==> config.mk <==
export PLATFORM = sky130hd
export DESIGN_NAME = reg_bank
export DESIGN_NICKNAME = d
export VERILOG_FILES = /design/src/rtl/core_pkg.sv /design/src/rtl/status_reg.sv /design/src/rtl/reg_bank.sv
export SDC_FILE = /design/constraint.sdc
export NUM_CORES = 1
export LEC_CHECK = 0
export ABC_AREA = 1
export CAP_MARGIN = 20
export CORE_AREA = 5 5 73 91
export CTS_CLUSTER_SIZE = 28
export DETAILED_ROUTE_END_ITERATION = 16
export DIE_AREA = 0 0 78 96
export MAX_ROUTING_LAYER = met4
export PLACE_DENSITY_LB_ADDON = 0.1
export SYNTH_ARGS = -nofsm -noshare
export SYNTH_HDL_FRONTEND = slang
export SYNTH_HIERARCHICAL = 1
export SYNTH_SLANG_ARGS = --single-unit
==> constraint.sdc <==
create_clock -name clk -period 1.2 [get_ports clk]
set_input_delay 0.24 -clock clk [delete_from_list [all_inputs] [get_ports clk]]
set_output_delay 0.24 -clock clk [all_outputs]
set_load 0.02 [all_outputs]
==> src/rtl/core_pkg.sv <==
// Shared definitions for the 8-bit single-cycle core: datapath widths,
// register-file size and the status-flag layout {zero, carry, neg}.
package core_pkg;

  localparam int CORE_DATA_W   = 8;
  localparam int CORE_NUM_REGS = 4;
  localparam int CORE_ADDR_W   = 2;

  // Flag word, MSB first: zero, carry, neg.
  typedef struct packed {
    logic zero;
    logic carry;
    logic neg;
  } flags_t;

  // After reset the core behaves as if the last result was zero.
  localparam flags_t FLAGS_RST = '{zero: 1'b1, carry: 1'b0, neg: 1'b0};

  // True when addr selects an implemented register.
  function automatic logic addr_in_range(input int unsigned addr, input int unsigned num);
    return (addr < num);
  endfunction

endpackage

==> src/rtl/status_reg.sv <==
// Status-flag register: three flag flops with a shared load enable.
module status_reg
  import core_pkg::*;
(
  input  logic       clk,
  input  logic       rst_n,
  input  logic       i_load,
  input  logic [2:0] i_flags,
  output logic [2:0] o_flags
);

  flags_t r_flags;

  // Load all three flags together when enabled, otherwise hold.
  always_ff @(posedge clk or negedge rst_n) begin
    if (!rst_n) begin
      r_flags <= FLAGS_RST;
    end else if (i_load) begin
      r_flags <= i_flags;
    end else begin
      r_flags <= r_flags;
    end
  end

  assign o_flags = r_flags;

endmodule

==> src/rtl/reg_bank.sv <==
// General-purpose register file with two asynchronous read ports, one
// write port and the status-flag register. Reads never bypass a pending
// write, so the read-to-ALU-to-write path stays free of combinational loops.
module reg_bank
  import core_pkg::*;
#(
  parameter int                DATA_W   = CORE_DATA_W,
  parameter int                NUM_REGS = CORE_NUM_REGS,
  parameter int                ADDR_W   = CORE_ADDR_W,
  parameter logic [DATA_W-1:0] RST_VAL  = {DATA_W{1'b0}}
) (
  input  logic              clk,
  input  logic              rst_n,
  input  logic [ADDR_W-1:0] rd_addr_a,
  input  logic [ADDR_W-1:0] rd_addr_b,
  output logic [DATA_W-1:0] rd_data_a,
  output logic [DATA_W-1:0] rd_data_b,
  input  logic              wr_en,
  input  logic [ADDR_W-1:0] wr_addr,
  input  logic [DATA_W-1:0] wr_data,
  input  logic              flag_we,
  input  logic              zero_in,
  input  logic              carry_in,
  input  logic              neg_in,
  output logic              zero_q,
  output logic              carry_q,
  output logic              neg_q,
  output logic              wr_err
);

  logic [DATA_W-1:0] w_regs [NUM_REGS];
  logic              w_wr_valid;
  logic              w_rd_a_valid;
  logic              w_rd_b_valid;
  logic              r_wr_err;
  flags_t            w_flags_in;
  flags_t            w_flags_q;

  assign w_wr_valid   = addr_in_range(32'(wr_addr), NUM_REGS);
  assign w_rd_a_valid = addr_in_range(32'(rd_addr_a), NUM_REGS);
  assign w_rd_b_valid = addr_in_range(32'(rd_addr_b), NUM_REGS);

  for (genvar g = 0; g < NUM_REGS; g++) begin : g_reg
    logic              w_hit;
    logic [DATA_W-1:0] r_q;

    assign w_hit = wr_en && (wr_addr == ADDR_W'(g));

    // One enabled flop per register; out-of-range addresses never match.
    always_ff @(posedge clk or negedge rst_n) begin
      if (!rst_n) begin
        r_q <= RST_VAL;
      end else if (w_hit) begin
        r_q <= wr_data;
      end else begin
        r_q <= r_q;
      end
    end

    assign w_regs[g] = r_q;
  end

  // Read port A: current register contents, zero for unimplemented addresses.
  always_comb begin
    rd_data_a = {DATA_W{1'b0}};
    if (w_rd_a_valid) begin
      rd_data_a = w_regs[rd_addr_a];
    end else begin
      rd_data_a = {DATA_W{1'b0}};
    end
  end

  // Read port B: same selection as port A.
  always_comb begin
    rd_data_b = {DATA_W{1'b0}};
    if (w_rd_b_valid) begin
      rd_data_b = w_regs[rd_addr_b];
    end else begin
      rd_data_b = {DATA_W{1'b0}};
    end
  end

  // Sticky error: set by any write to an unimplemented address, cleared only by reset.
  always_ff @(posedge clk or negedge rst_n) begin
    if (!rst_n) begin
      r_wr_err <= 1'b0;
    end else if (wr_en && !w_wr_valid) begin
      r_wr_err <= 1'b1;
    end else begin
      r_wr_err <= r_wr_err;
    end
  end

  assign wr_err = r_wr_err;

  assign w_flags_in = '{zero: zero_in, carry: carry_in, neg: neg_in};

  status_reg u_status (
    .clk     (clk),
    .rst_n   (rst_n),
    .i_load  (flag_we),
    .i_flags (w_flags_in),
    .o_flags (w_flags_q)
  );

  assign zero_q  = w_flags_q.zero;
  assign carry_q = w_flags_q.carry;
  assign neg_q   = w_flags_q.neg;

endmodule

==> summary.md <==
| Metric | Value |
|---|---|
| Core area | `5702 sq um` |
| Level count of the clock H-tree | `2` |
| Nets | `416` |
| P per Cell Area | `1252 nW/um^2` |
| Routed length per instance | `14.18 um` |
| Die outline area | `7488 sq um` |
| # port buffers | `39` |
| Sinks on the clock net | `35` |
| Number of standard-cell rows in the floorplan | `31` |
| Logic pwr share | `36.5%` |
| Total iterations of the first detailed-routing run | `4` |
| Register clock-pin slew on the reported worst setup and hold paths | `70 ps` |
| Area overhead of the layout relative to synthesis | `49.43%` |
| Effective utilization at floorplan | `38.23%` |
| Combined area of the multi-input logic cells | `1100 sq um` |
| Fin Clk Skew | `0 ps` |
| Detailed router's first-iteration violation count | `141` |
| Relative contribution of the clock network to total power | `26.9%` |
| Met3 layer usage reported by global route | `3.464%` |
| Max Fclk | `739.4 MHz` |
| Worst-Skew Late Latency | `280 ps` |
| Placer Congestion | `0.9185` |
| LEAKAGE | `1.806 nW` |
| Via count of the first global-routing pass | `2138` |
| Slew Limit Fails | `0` |
| Class of the worst hold path | `primary input to asynchronous set/reset pin` |
| Proportion of synthesized chip area in sequential cells | `40.24%` |
| WS Path Type | `register to primary output` |
| Hpwl dp | `4778 um` |
| Largest vdd supply drop | `0.8682 mV` |
| Maximum number of pins on one net before global-route repair | `36` |
| Flops & latches, synth | `35` |
| Cells after Synth | `312` |
| Arrival time of the worst setup path | `1110 ps` |
| Final period demand of the worst path | `1353 ps` |
| GR peak layer | `met2` |
| Cell at the root of the clock tree | `clkbuf_8` |
| Number of vias per cell | `4.801` |
| Data required time at the worst endpoint | `960 ps` |
| RSZ-0062 raised after global routing | `true` |
| Max-cap check violation count | `0` |
| Pre-CTS setup slack | `-774.8 ps` |
| Overall routing resource usage | `18.87%` |
| Post-detailed-routing wire length | `6550 um` |
| Antenna violations before repair | `0` |
| Maximum net fanout on the critical path | `2` |
| Critical Path Start Type | `register` |
| Cell Area, Synth | `2180 sq um` |
| Met1 track utilization from global routing | `23.59%` |
| Cell internal power dissipation | `2.753 mW` |
| Fin. Hold Viols | `0` |
| Failing checks | `setup timing` |
| Final worst setup slack | `-152.5 ps` |
| Fillers | `568` |
| Number of buffers added by the clock tree synthesis step | `5` |
| Power share of the sequential group | `36.6%` |
| Yosys warnings | `6` |
| Global-route wire length before repair | `10760 um` |
| CTS tree | `done` |
| Number of buffers on the longest clock path | `2` |
| Final count of negative-setup-slack endpoints | `16` |
| Number of top-level design ports | `41` |
| Result of the run | `complete, but fails checks` |
| Post-route DRC violation count | `0` |
| Synth Net Count | `333` |
| Power dissipated by switching net loads | `1.325 mW` |
| Global routing met2 resource utilization | `30.78%` |
| Via count | `2218` |
| Fin crit share | `112.7%` |
| Final global-route overflow total | `0` |
| Yosys cell types | `16` |
| Tightest hold margin | `311.0 ps` |
| Ant diodes | `0` |
| Syn Area/Cell | `6.986 sq um` |
| Fraction of layout instances using a drive strength above 1 | `38.13%` |
| DIE WIDTH | `78 um` |
| Die Ht | `96 um` |
| Switching power as a share of total power | `32.49%` |
| Crit path capture type | `primary output` |
| Cts-stage hold buffer count | `0` |
| FF/Latch Area | `877.1 sq um` |
| Count of nets left with antenna violations after detail routing | `0` |
cell usage in the layout (no fill, tap or decap), drive strengths merged:
cell,netlist,layout
buf,15,69
bufinv,0,1
clkbuf,0,7
clkdlybuf4s15,0,3
clkdlybuf4s50,0,14
clkinv,0,2
conb,1,1
dfrtp,34,34
dfstp,1,1
dlygate4sd2,0,2
dlymetal6s2s,0,2
inv,47,46
nand2,146,146
nand3,43,43
nand4,16,16
nor2,1,1
o21ai,8,8
layout make-up:
type                            instances  share of cell area [%]
Clock buffer                            6                   2.536
Clock inverter                          2                   1.076
Inverter                               47                   5.647
Multi-Input combinational cell        215                   33.77
Sequential cell                        35                   26.93
Tap cell                               66                   2.536
Timing Repair Buffer                   91                   27.51
layer usage:
metal	vias up	share of wire, %
met5	-	0
met4	0	1.7
met3	9	5.1
met2	60	50
met1	1019	43
li1	1130	-
power groups by stage:
stage          Clock, mW  Combinational [mW]  Sequential [mW]
6_report            1.10                1.49             1.49
5_1_grt             1.17                1.64             1.51
4_1_cts             1.12                1.33             1.49
3_5_place_dp           0                1.24             1.50
3_3_place_gp           0                1.24             1.49
2_1_floorplan          0               0.678             1.47
sequential cells by signal (all words and copies together) (netlist names):
signal	count
g.r_q	32
u_status/o_flags	3
repair_timing:
item,4_1_cts,5_1_grt
setup endpoints to repair,19,33
buffers inserted,6,12
cloned,2,0
pin swaps,14,13
gates resized for setup,132,45
worst max-delay path, cell delays in order, from the launching register on:
cell,delay (ps)
dfrtp_1,390
inv_2,90
nand2_1,80
nand3_2,70
nand2_2,60
buf_6,130
per-stage QoR:
step	instances	power [mW]	utilization (%)	TNS [ps]	area [sq um]
final	462	4.078	57.12	-1881	3257
after global routing	462	4.324	57.12	-2845	3257
after CTS	450	3.931	53.59	-2138	3055
after detailed placement	434	2.736	49.97	-19620	2849
after global placement	434	2.726	49.97	-19340	2849
after floorplan	312	2.146	-	0	2180
kinds of logic after synthesis:
| kind of cell | Yosys count | synth area share, % |
|---|---|---|
| and+or+nand+nor | 206 | 42.82 |
| buffers and inverters | 62 | 13.55 |
| DFF | 35 | 40.24 |
| AOI/OAI and AO/OA | 8 | 3.215 |
| other | 1 | 0.1721 |
path summary, 6_finish.rpt:
path | startpoint | end | slack, ps | depth (start not counted)
max | g_reg[0].r_q[7] | rd_data_b[7] | -150 | 5
min | rst_n | g_reg[3].r_q[1] | 310 | 2
max reg2reg | g_reg[1].r_q[4] | g_reg[1].r_q[4] | 330 | 4
min reg2reg | u_status/o_flags[2] | u_status/o_flags[2] | 470 | 2
max in group asynchronous | rst_n | u_status/o_flags[2] | 630 | 2
min in group clk | zero_in | u_status/o_flags[2] | 450 | 3
cells in the mapped netlist, drive strengths merged:
cell     n  area, sq um
inv     47        176.4
dfrtp   34        850.8
nor2     1        20.02
o21ai    8        70.07
conb     1        3.750
buf     15        118.9
nand3   43        252.7
dfstp    1        26.28
nand2  146        560.5
nand4   16        100.1
No activity file was read; power rests on OpenSTA's default activity.
